$ cat src/rtl/pong_game_ctrl_pkg.sv
// Shared definitions for the Pong game-flow controller: state encoding and
// default game parameters.
package pong_game_ctrl_pkg;

    typedef enum logic [1:0] {
        ST_NEWGAME = 2'd0,
        ST_PLAY    = 2'd1,
        ST_NEWBALL = 2'd2,
        ST_OVER    = 2'd3
    } game_state_e;

    localparam int DEF_BALLS      = 3;
    localparam int DEF_BALL_W     = 2;
    localparam int DEF_HOLD_TICKS = 120;

endpackage

$ cat src/rtl/pong_hold_timer.sv
// Pause timer counted in refresh ticks; start loads HOLD_TICKS-1 and the
// count runs down to zero on each tick. Idle/reset state is done.
module pong_hold_timer
    import pong_game_ctrl_pkg::*;
#(
    parameter int HOLD_TICKS = DEF_HOLD_TICKS
) (
    input  logic clk,
    input  logic reset,
    input  logic start,
    input  logic tick,
    output logic done
);

    // HOLD_TICKS of 1 would give a zero-width counter, so keep at least one bit
    localparam int CW = (HOLD_TICKS > 1) ? $clog2(HOLD_TICKS) : 1;
    localparam logic [CW-1:0] LOAD = CW'(HOLD_TICKS - 1);

    logic [CW-1:0] count;

    always_ff @(posedge clk or posedge reset) begin
        if (reset)
            count <= '0;
        else if (start)
            count <= LOAD;
        else if (tick && count != '0)
            count <= count - 1'b1;
    end

    assign done = (count == '0);

endmodule

$ cat src/rtl/pong_game_ctrl.sv
// Pong game-flow FSM: tracks balls remaining, freezes graphics between balls,
// and drives the score counter's increment/clear inputs.
module pong_game_ctrl
    import pong_game_ctrl_pkg::*;
#(
    parameter int BALLS      = DEF_BALLS,
    parameter int BALL_W     = DEF_BALL_W,
    parameter int HOLD_TICKS = DEF_HOLD_TICKS
) (
    input  logic              clk,
    input  logic              reset,
    input  logic [1:0]        btn,
    input  logic              hit,
    input  logic              miss,
    input  logic              refr_tick,
    output logic              d_inc,
    output logic              d_clr,
    output logic              gra_still,
    output logic [BALL_W-1:0] ball_cnt,
    output logic [1:0]        state_o,
    output logic              game_over
);

    localparam logic [BALL_W-1:0] BALLS_V = BALL_W'(BALLS);

    game_state_e       state, state_nxt;
    logic [BALL_W-1:0] ball_nxt;
    logic              press;
    logic              timer_start;
    logic              timer_done;

    assign press = (btn != 2'b00);

    pong_hold_timer #(.HOLD_TICKS(HOLD_TICKS)) u_timer (
        .clk   (clk),
        .reset (reset),
        .start (timer_start),
        .tick  (refr_tick),
        .done  (timer_done)
    );

    always_ff @(posedge clk or posedge reset) begin
        if (reset) begin
            state    <= ST_NEWGAME;
            ball_cnt <= BALLS_V;
        end else begin
            state    <= state_nxt;
            ball_cnt <= ball_nxt;
        end
    end

    // A miss always wins over a simultaneous hit, and the last-ball miss
    // goes to OVER without decrementing so the count never wraps.
    always_comb begin
        state_nxt   = state;
        ball_nxt    = ball_cnt;
        timer_start = 1'b0;
        unique case (state)
            ST_NEWGAME: begin
                ball_nxt = BALLS_V;
                if (press) begin
                    state_nxt = ST_PLAY;
                    ball_nxt  = BALLS_V - 1'b1;
                end
            end
            ST_PLAY: begin
                if (miss) begin
                    timer_start = 1'b1;
                    if (ball_cnt == '0) begin
                        state_nxt = ST_OVER;
                    end else begin
                        state_nxt = ST_NEWBALL;
                        ball_nxt  = ball_cnt - 1'b1;
                    end
                end
            end
            ST_NEWBALL: begin
                if (timer_done && press)
                    state_nxt = ST_PLAY;
            end
            ST_OVER: begin
                if (timer_done) begin
                    state_nxt = ST_NEWGAME;
                    ball_nxt  = BALLS_V;
                end
            end
            default: state_nxt = ST_NEWGAME;
        endcase
    end

    always_comb begin
        d_clr     = (state == ST_NEWGAME);
        gra_still = (state != ST_PLAY);
        game_over = (state == ST_OVER);
        state_o   = state;
    end

    always_ff @(posedge clk or posedge reset) begin
        if (reset)
            d_inc <= 1'b0;
        else
            d_inc <= (state == ST_PLAY) && hit && !miss;
    end

endmodule

$ cat config.mk
export PLATFORM = sky130hd
export DESIGN_NAME = pong_game_ctrl
export DESIGN_NICKNAME = d
export VERILOG_FILES = /design/src/rtl/pong_game_ctrl_pkg.sv /design/src/rtl/pong_hold_timer.sv /design/src/rtl/pong_game_ctrl.sv
export SDC_FILE = /design/constraint.sdc
export NUM_CORES = 1
export LEC_CHECK = 0
export CAP_MARGIN = 5
export CORE_AREA = 2 2 39 41
export CTS_BUF_LIST = sky130_fd_sc_hd__clkbuf_4 sky130_fd_sc_hd__clkbuf_8
export DETAILED_ROUTE_END_ITERATION = 10
export DIE_AREA = 0 0 41 43
export GPL_TIMING_DRIVEN = 0
export HOLD_SLACK_MARGIN = 0.03
export PLACE_DENSITY = 0.83
export SETUP_SLACK_MARGIN = 0.4
export SYNTH_ARGS = -nofsm -noshare
export SYNTH_HDL_FRONTEND = slang
export SYNTH_SLANG_ARGS = --single-unit
$ cat constraint.sdc
create_clock -name clk -period 3.61 [get_ports clk]
set_input_delay 0.722 -clock clk [delete_from_list [all_inputs] [get_ports clk]]
set_output_delay 0.722 -clock clk [all_outputs]
set_load 0.005 [all_outputs]
Word-level counts from Yosys, hierarchy flattened:

Index checks and enable logic that the tools add are counted.

* multiplexer cells: 15
* equality and inequality tests: 9
* reduce and logical (&&, ||, !) cells: 14
* add/sub/neg operators: 2

Operators with widths (number)
* 2-bit 2-to-1 mux: 7
* 7-bit 2-to-1 mux: 2
* 2-bit one-hot mux with 4 select lines: 1
* 4-bit AND reduction: 2
* 7-bit logical NOT: 1
* 7-bit nonzero test: 1
* 7-bit by 1-bit subtractor with 7-bit output (second input constant): 1
* 2-bit by 1-bit != test with 1-bit output (second input constant): 3
* 2-bit != test (second input constant): 3
* 2-bit one-hot mux with 3 select lines: 1
* 2-bit equality test (second input constant): 2
* 1-bit logical AND: 4
* 2-bit logical NOT: 2
* 1-bit 2-to-1 mux: 4
* 2-bit nonzero test: 2
* 3-bit nonzero test: 1
* 2-bit by 1-bit equality test with 1-bit output (second input constant): 1
* 2-bit by 1-bit subtractor with 2-bit output (second input constant): 1
* 1-bit logical NOT: 1

* input bits: 7
* bits in registers: 12
* output and inout port bits: 8
* word-level logic and storage cells: 44

Logic depth before layout (Yosys ltp):

Gate-level depths: netlist (run 1).

* word-level depth: 4
* depth in mapped cells: 5
* mapped depth without buffers: 5

Cells and area by module:

From an unflattened synthesis (run 1), not the netlist that was laid out.

* cell total of the unflattened synthesis: 72
* area total of the unflattened synthesis: 683.2 um2

By module, submodules not included
* pong_hold_timer: instances 1, seq. area each 175.2 um2, cells an instance 39, area an instance 372.9 um2
* pong_game_ctrl: instances 1, seq. area each 127.6 um2, cells an instance 33, area an instance 310.3 um2

Least setup slack after synthesis (run 1):

No wires, ideal clock.

* path type: input-to-reg
* start: input port refr_tick
* end: register u_timer.count[5]
* path buffers: 0
* setup slack: 1.816 ns
* arrival time: 1.670 ns
* setup time: 0.124 ns
* data required time: 3.486 ns
* cell stages on the path: 3
* path through: or4b_4 or2_0 a211o_1

* cells in the longest elaborated chain, start to end: 2

RTL lines
* from (decl): RTL line pong_game_ctrl.sv:15 `input logic refr_tick,`
* 1-bit logical AND: RTL line pong_hold_timer.sv:26 `else if (tick && count != '0)`
* 2-bit nonzero test (no source line)
* to (signal assigned): RTL line pong_hold_timer.sv:27 `count <= count - 1'b1;`
* to (decl): RTL line pong_hold_timer.sv:19 `logic [CW-1:0] count;`

No other way between the ends.
A chain may end at the register's enable or synchronous reset.

Worst setup path in the final report (run 1):

* start: register state[0] (netlist: state_o[0])
* end: output port game_over

* cells in the longest elaborated chain, start to end: 1

RTL lines
* from (decl): RTL line pong_game_ctrl.sv:26 `game_state_e state, state_nxt;`
* from (signal assigned): RTL line pong_game_ctrl.sv:47 `state <= state_nxt;`
* 2-bit equality test: RTL line pong_game_ctrl.sv:94 `game_over = (state == ST_OVER);`
* to (decl): RTL line pong_game_ctrl.sv:21 `output logic game_over`

No other way between the ends.

==> out/results.tsv, run 1 <==
stage	metric	value	unit
synthesis	synthesized cell area	703.2	µm²
setup_path	Worst Setup SP	state_o[0]$_DFFE_PP0P_	
placement	Port Buffers	14	
floorplanning	Die Width	41	µm
setup_path	CP Class	flop to output pin	
timing	Final TNS setup	0	ps
synthesis	syn avg cell area	9.633	µm²
global_route	largest net degree at the start of global routing	13	
floorplanning	Core Region	0.001384	mm²
synthesis	post-synthesis sequential area ratio	43.06	%
synthesis	Most used DFF post-synth	dfrtp_1	
timing	fin crit share	67.35	%
power_and_ir_drop	worst IR drop on VDD	0.0004202	V
clock_tree	Worst-Skew Late Latency	270	ps
run_status	outcome	finished, final reports clean	
synthesis	Syn Inst Count	73	
power_and_ir_drop	Psw	0.0002622	W
global_route	GR Util met2	36.56	%
setup_path	CP endpoint	game_over	
setup_path	crit end category	output pin	
timing	RSZ-0062 raised after global routing	false	
synthesis	number of enable flip-flop cells after synthesis	0	
layout	nets	101	
setup_path	worst path cell trace	clkbuf_1, and2_1, clkdlybuf4s50_1	
run	Max Cap Viol	0	
detailed_routing	Pre-antenna DRT Iters	4	
power_and_ir_drop	switching share of total power	37.94	%
layout	share of cells above drive strength 1	14.29	%
setup_path	CP Buf/Inv Count	2	
floorplanning	initial core utilization	50.81	%
setup_path	Slowest Stage Delay on Critical Path	500	ps
timing	Clock Skews	6.491	ps
synthesis	top cell type's share of synthesized area	35.59	%
layout	Area Overhead vs Synth	27.94	%
synthesis	Async S/R FF share, synth	100.0	%
clock_tree	clock slew at reported path FFs	80	ps
clock_tree	Resized cells post-CTS	0	
placement	DP HPWL	1171	µm
power_and_ir_drop	PD cells	768.2	mW/mm²
floorplanning	Die H	43	µm
global_route	Tot GR Track Use	20.80	%
power_and_ir_drop	Pint	0.0004289	W
synthesis	synth top area cells	dfrtp_1 (36%), dfstp_2 (7.5%), inv_1 (3.7%)	
clock_tree	TritonCTS buffer count	3	
global_route	gr busiest metal	met2	
setup_path	crit-path max FO	10	
global_route	vias in the first global route	598	
clock_tree	CTS tree	yes	
setup_path	Worst R2R Start	u_timer.count[0]$_DFFE_PP0P_	
global_route	Overflow after GRT	0	
timing	actual slew at the worst max-slew pin	539.0	ps
timing	Slew Limit Fails	0	
setup_path	Top delay family on crit path	buffers and inverters	
placement	GPL Wtd Cong	0.7353	
detailed_routing	WL/cell	14.62	µm
timing	fin crit period	2431	ps
detailed_routing	number of routed nets with antenna violations	0	
timing	endpoints failing hold	0	
synthesis	Net Count, Synth	82	
global_route	met1 Use GR	23.37	%
timing	slew margin rel.	63.14	%
global_route	first-pass GRT wire length	2477	µm
timing	Max Fclk	0.4113	GHz
power_and_ir_drop	Leak	0.3848	nW
power_and_ir_drop	Flop pwr share	38.8	%
synthesis	library cells used by synthesis	37	
floorplanning	io pins	15	
clock_tree	Max clock buf depth	2	
setup_path	Reg2Reg Setup Slack	1780	ps
setup_path	slowest stage cell, crit path	clkdlybuf4s50_1	
synthesis	Synth Warn #	0	
setup_path	cell depth of the worst setup path	3	
synthesis	number of register bits inferred by synthesis	12	
synthesis	post-synth top area cell	dfrtp_1	
power_and_ir_drop	Gate power share	45.8	%
clock_tree	clock sink count	12	
power_and_ir_drop	clock group share of total power	15.4	%
setup_path	r2r endpoint	u_timer.count[1]$_DFFE_PP0P_	
floorplanning	cell row count	14	
min_path	hold crit path type	flop to flop	
detailed_routing	vias	642	
detailed_routing	WL final	1564	µm
clock_tree	H-tree depth	1	
layout	Antenna diodes	0	
setup_path	Critical Path Start Type	flop	
setup_path	Critical Path AT	1710	ps
clock_tree	Post-CTS Setup Bufs	0	
setup_path	worst path required time	2890	ps
clock_tree	Post-CTS Hold Buffers	0	
global_route	M3 GR Usage	4.712	%
setup_path	Worst Reg-to-Reg Cells	5	
detailed_routing	Vias/cell	6.000	
detailed_routing	DRC errors left	0	
timing	WHS	563.9	ps
global_route	antenna violations before repair	0	
floorplanning	die area	0.001763	mm²
detailed_routing	Initial DRC Count	13	
timing	Final Setup Violations	0	
clock_tree	clock root cell	clkbuf_4	
[flip-flops by register name, summed over array words and instances (netlist names)]
register / count
state_o: 2
ball_cnt: 2
d_inc: 1
u_timer.count: 7
[layout make-up]
type / count / area (µm²)
flip-flops and latches: 12 / 302.8
inverters: 7 / 26.28
well taps: 16 / 20.02
repair buffers: 14 / 140.1
clock buffers: 4 / 36.28
fillers: 132 / 484.2
multi-input cells: 53 / 370.4
plain buffers: 1 / 3.754
[worst min-delay path by stage]
stage | startpoint | endpoint | cells past startpoint
6_report | ball_cnt[0]$_DFFE_PP1P_ | ball_cnt[0]$_DFFE_PP1P_ | 2
5_1_grt | ball_cnt[0]$_DFFE_PP1P_ | ball_cnt[0]$_DFFE_PP1P_ | 2
4_1_cts | ball_cnt[0]$_DFFE_PP1P_ | ball_cnt[0]$_DFFE_PP1P_ | 2
3_5_place_dp | ball_cnt[0]$_DFFE_PP1P_ | ball_cnt[0]$_DFFE_PP1P_ | 2
3_3_place_gp | ball_cnt[0]$_DFFE_PP1P_ | ball_cnt[0]$_DFFE_PP1P_ | 2
2_1_floorplan | u_timer.count[6]$_DFFE_PP0P_ | u_timer.count[6]$_DFFE_PP0P_ | 2
[cell usage in the layout, fill, tap and decap left out, types with 2 or more instances in the layout]
| master | synthesis | routed |
|---|---|---|
| clkdlybuf4s50_1 | 0 | 14 |
| dfrtp_1 | 10 | 10 |
| inv_1 | 7 | 7 |
| nand2_1 | 5 | 5 |
| nor3_1 | 4 | 4 |
| nor2_1 | 4 | 4 |
| o21ai_0 | 3 | 3 |
| clkbuf_4 | 0 | 3 |
| a311oi_1 | 2 | 2 |
| nand2b_1 | 2 | 2 |
| a211oi_1 | 2 | 2 |
| o31ai_1 | 2 | 2 |
| nor3b_1 | 2 | 2 |
| nand3_1 | 2 | 2 |
| a31oi_1 | 2 | 2 |
| ha_1 | 2 | 2 |
| dfstp_2 | 2 | 2 |
[worst register-to-register path, cell delays in order, from the launching register on]
cell and delay [ps]:
dfrtp_1 400, inv_1 80, ha_1 170, nor3b_2 470
a21boi_0 270, mux2_2 330
[through the flow]
| stage | cells | utilization (%) | power (W) | area, µm² | setup slack, ps |
|---|---|---|---|---|---|
| finish | 107 | 65.01 | 0.0006911 | 899.6 | 1179 |
| global route | 107 | 65.01 | 0.0007517 | 899.6 | 1094 |
| CTS | 107 | 65.01 | 0.0006919 | 899.6 | 1184 |
| detailed placement | 103 | 62.39 | 0.0005842 | 863.3 | 1085 |
| global placement | 103 | 62.39 | 0.0005671 | 863.3 | 1275 |
| floorplan | 73 | - | 0.0004529 | 703.2 | 1816 |
[kinds of logic after synthesis]
group / after synthesis / synth area share (%)
buffers and inverters: 8 / 4.271
AO/OA/AOI/OAI: 18 / 19.22
multiplexers: 2 / 3.025
flip-flops: 12 / 43.06
adder cells (fa/ha/maj): 2 / 3.558
AND/OR/NAND/NOR: 31 / 26.87
[synth_stat cells, types with 3 or more instances]
library cell / n
dfrtp_1: 10
inv_1: 7
nand2_1: 5
nor2_1: 4
nor3_1: 4
o21ai_0: 3
[per-layer routing]
layer	routed length [µm]	vias up
li1	-	307
met1	644	311
met2	820	22
met3	83	2
met4	16	0
met5	0	-
[power groups by stage]
stage / sequential (W) / combinational [W] / clock, W
3_5_place_dp: 0.000268 / 0.000316 / 0
4_1_cts: 0.000266 / 0.000318 / 0.000108
2_1_floorplan: 0.000256 / 0.000197 / 0
6_report: 0.000268 / 0.000316 / 0.000107
3_3_place_gp: 0.000266 / 0.000301 / 0
5_1_grt: 0.000277 / 0.000358 / 0.000117
No activity file was read; power rests on OpenSTA's default activity.
==> run 2: changes to the inputs <==
CORE_AREA = not set   (was 2 2 39 41)
CORE_MARGIN = 2   (was not set)
CORE_UTILIZATION = 46   (was not set)
DIE_AREA = not set   (was 0 0 41 43)
PLACE_DENSITY = 0.77   (was 0.83)
clock period = 2 ns   (was 3.61 ns; I/O delays follow)
==> out/results.tsv, run 2 (synthesized netlist as in run 1, its figures left out) <==
stage	metric	value	unit
clock_tree	clock root cell	clkbuf_4	
clock_tree	H-tree depth	1	
floorplanning	initial core utilization	47.79	%
clock_tree	clock slew at reported path FFs	80	ps
floorplanning	io pins	15	
layout	max reg flops	7	
detailed_routing	vias	694	
timing	endpoints failing hold	0	
floorplanning	Die Width	43.10	µm
clock_tree	TritonCTS buffer count	3	
placement	Port Buffers	14	
min_path	hold crit path type	primary input to async pin	
layout	Top reg by flops	u_timer.count	
global_route	first-pass GRT wire length	2884	µm
run	Max Cap Viol	0	
setup_path	Reg2Reg Setup Slack	400	ps
setup_path	worst path required time	2170	ps
setup_path	Worst Setup SP	u_timer.count[1]$_DFFE_PP0P_	
timing	fin crit share	79.85	%
timing	Max Fclk	0.6261	GHz
global_route	vias in the first global route	663	
power_and_ir_drop	worst IR drop on VDD	0.0008055	V
clock_tree	Max clock buf depth	2	
detailed_routing	Vias/cell	5.932	
floorplanning	Die H	43.10	µm
layout	most frequent cells in the layout	dfrtp_1 (9), buf_4 (9), inv_1 (7)	
layout	nets	111	
clock_tree	CTS tree	yes	
placement	GPL Wtd Cong	0.8081	
global_route	antenna violations before repair	0	
setup_path	crit-path max FO	4	
clock_tree	Worst-Skew Late Latency	290	ps
floorplanning	die area	0.001857	mm²
setup_path	worst path cell trace	or4b_4, or2_1, a211o_1	
power_and_ir_drop	Leak	0.4652	nW
timing	slew margin rel.	68.32	%
setup_path	crit end category	flop	
layout	FF+latch area	304.0	µm²
global_route	largest net degree at the start of global routing	13	
layout	multi-input logic area	397.9	µm²
timing	Final Setup Violations	0	
layout	share of cells above drive strength 1	29.70	%
setup_path	Worst R2R Start	u_timer.count[1]$_DFFE_PP0P_	
timing	WHS	419.3	ps
setup_path	Critical Path AT	1770	ps
timing	Slew Limit Fails	0	
setup_path	Slowest Stage Delay on Critical Path	560	ps
setup_path	Worst Reg-to-Reg Cells	3	
layout	Antenna diodes	0	
setup_path	CP Class	flop to flop	
setup_path	slowest stage cell, crit path	or4b_4	
timing	Clock Skews	5.058	ps
setup_path	r2r endpoint	u_timer.count[5]$_DFFE_PP0P_	
run_status	outcome	finished, final reports clean	
detailed_routing	Initial DRC Count	17	
layout	Area Overhead vs Synth	42.88	%
setup_path	CP endpoint	u_timer.count[5]$_DFFE_PP0P_	
detailed_routing	Pre-antenna DRT Iters	5	
placement	placed cell area	863.3	µm²
detailed_routing	number of routed nets with antenna violations	0	
power_and_ir_drop	PD cells	1421	mW/mm²
placement	DP HPWL	1073	µm
detailed_routing	WL final	1817	µm
clock_tree	Post-CTS Hold Buffers	0	
clock_tree	clock sink count	12	
floorplanning	Core Region	0.001471	mm²
timing	actual slew at the worst max-slew pin	474.8	ps
timing	RSZ-0062 raised after global routing	true	
timing	fin crit period	1597	ps
detailed_routing	WL/cell	15.53	µm
layout	final instance area	0.001005	mm²
global_route	Tot GR Track Use	20.69	%
detailed_routing	DRC errors left	0	
setup_path	Critical Path Start Type	flop	
floorplanning	cell row count	14	
layout	Fill cells	119	
global_route	Overflow after GRT	0	
[run 2: metal layers]
metal	share of wire (%)	global-route usage (%)	up-vias
met3	5.8	2.979	7
met2	51	36.42	29
met5	0	0	-
met4	3.4	9.091	0
li1	-	-	334
met1	40	24.53	324
[run 2: metrics by stage]
stage	setup WS [ps]	setup TNS, ps	util, %	cells	power, W
floorplan	419.0	0	-	73	0.0008176
global placement	-31.58	-31.58	58.67	103	0.001028
detailed placement	-36.94	-36.94	58.67	103	0.001047
CTS	351.9	0	67.26	116	0.001375
global route	348.5	0	68.28	117	0.001524
finish	402.9	0	68.28	117	0.001427
[run 2: cell type report]
type	instances	area share, %
plain buffers	1	1.494
inverters	7	2.615
well taps	16	1.993
flip-flops and latches	12	30.26
repair buffers	24	20.42
clock buffers	4	3.611
multi-input cells	53	39.60
[run 2: repair_timing]
action | in CTS | in global routing
resized for setup | 15 | 10
setup buffers | 9 | 1
pin swaps | 1 | 1
endpoints found under the hold margin | 0 | 0
endpoints found under the setup margin | 13 | 11
[run 2: worst min path at each step]
| stage | cells after the start | end |
|---|---|---|
| after floorplan | 1 | d_inc$_DFF_PP0_ |
| after global placement | 2 | ball_cnt[0]$_DFFE_PP1P_ |
| after detailed placement | 2 | u_timer.count[6]$_DFFE_PP0P_ |
| after CTS | 2 | d_inc$_DFF_PP0_ |
| after global routing | 2 | u_timer.count[1]$_DFFE_PP0P_ |
| final | 2 | state_o[0]$_DFFE_PP0P_ |
[run 2: where the power goes]
group	switching, W	total [W]	internal, W
Sequential	0.000118	0.000481	0.000363
Combinational	0.000347	0.000744	0.000397
Clock	0.0000917	0.000203	0.000111
[run 2: critical path: cells and delay by family, from the launching register on]
kind,cells,cell delay (ps)
compound gates,1,290
simple gates,2,800
flops,1,400
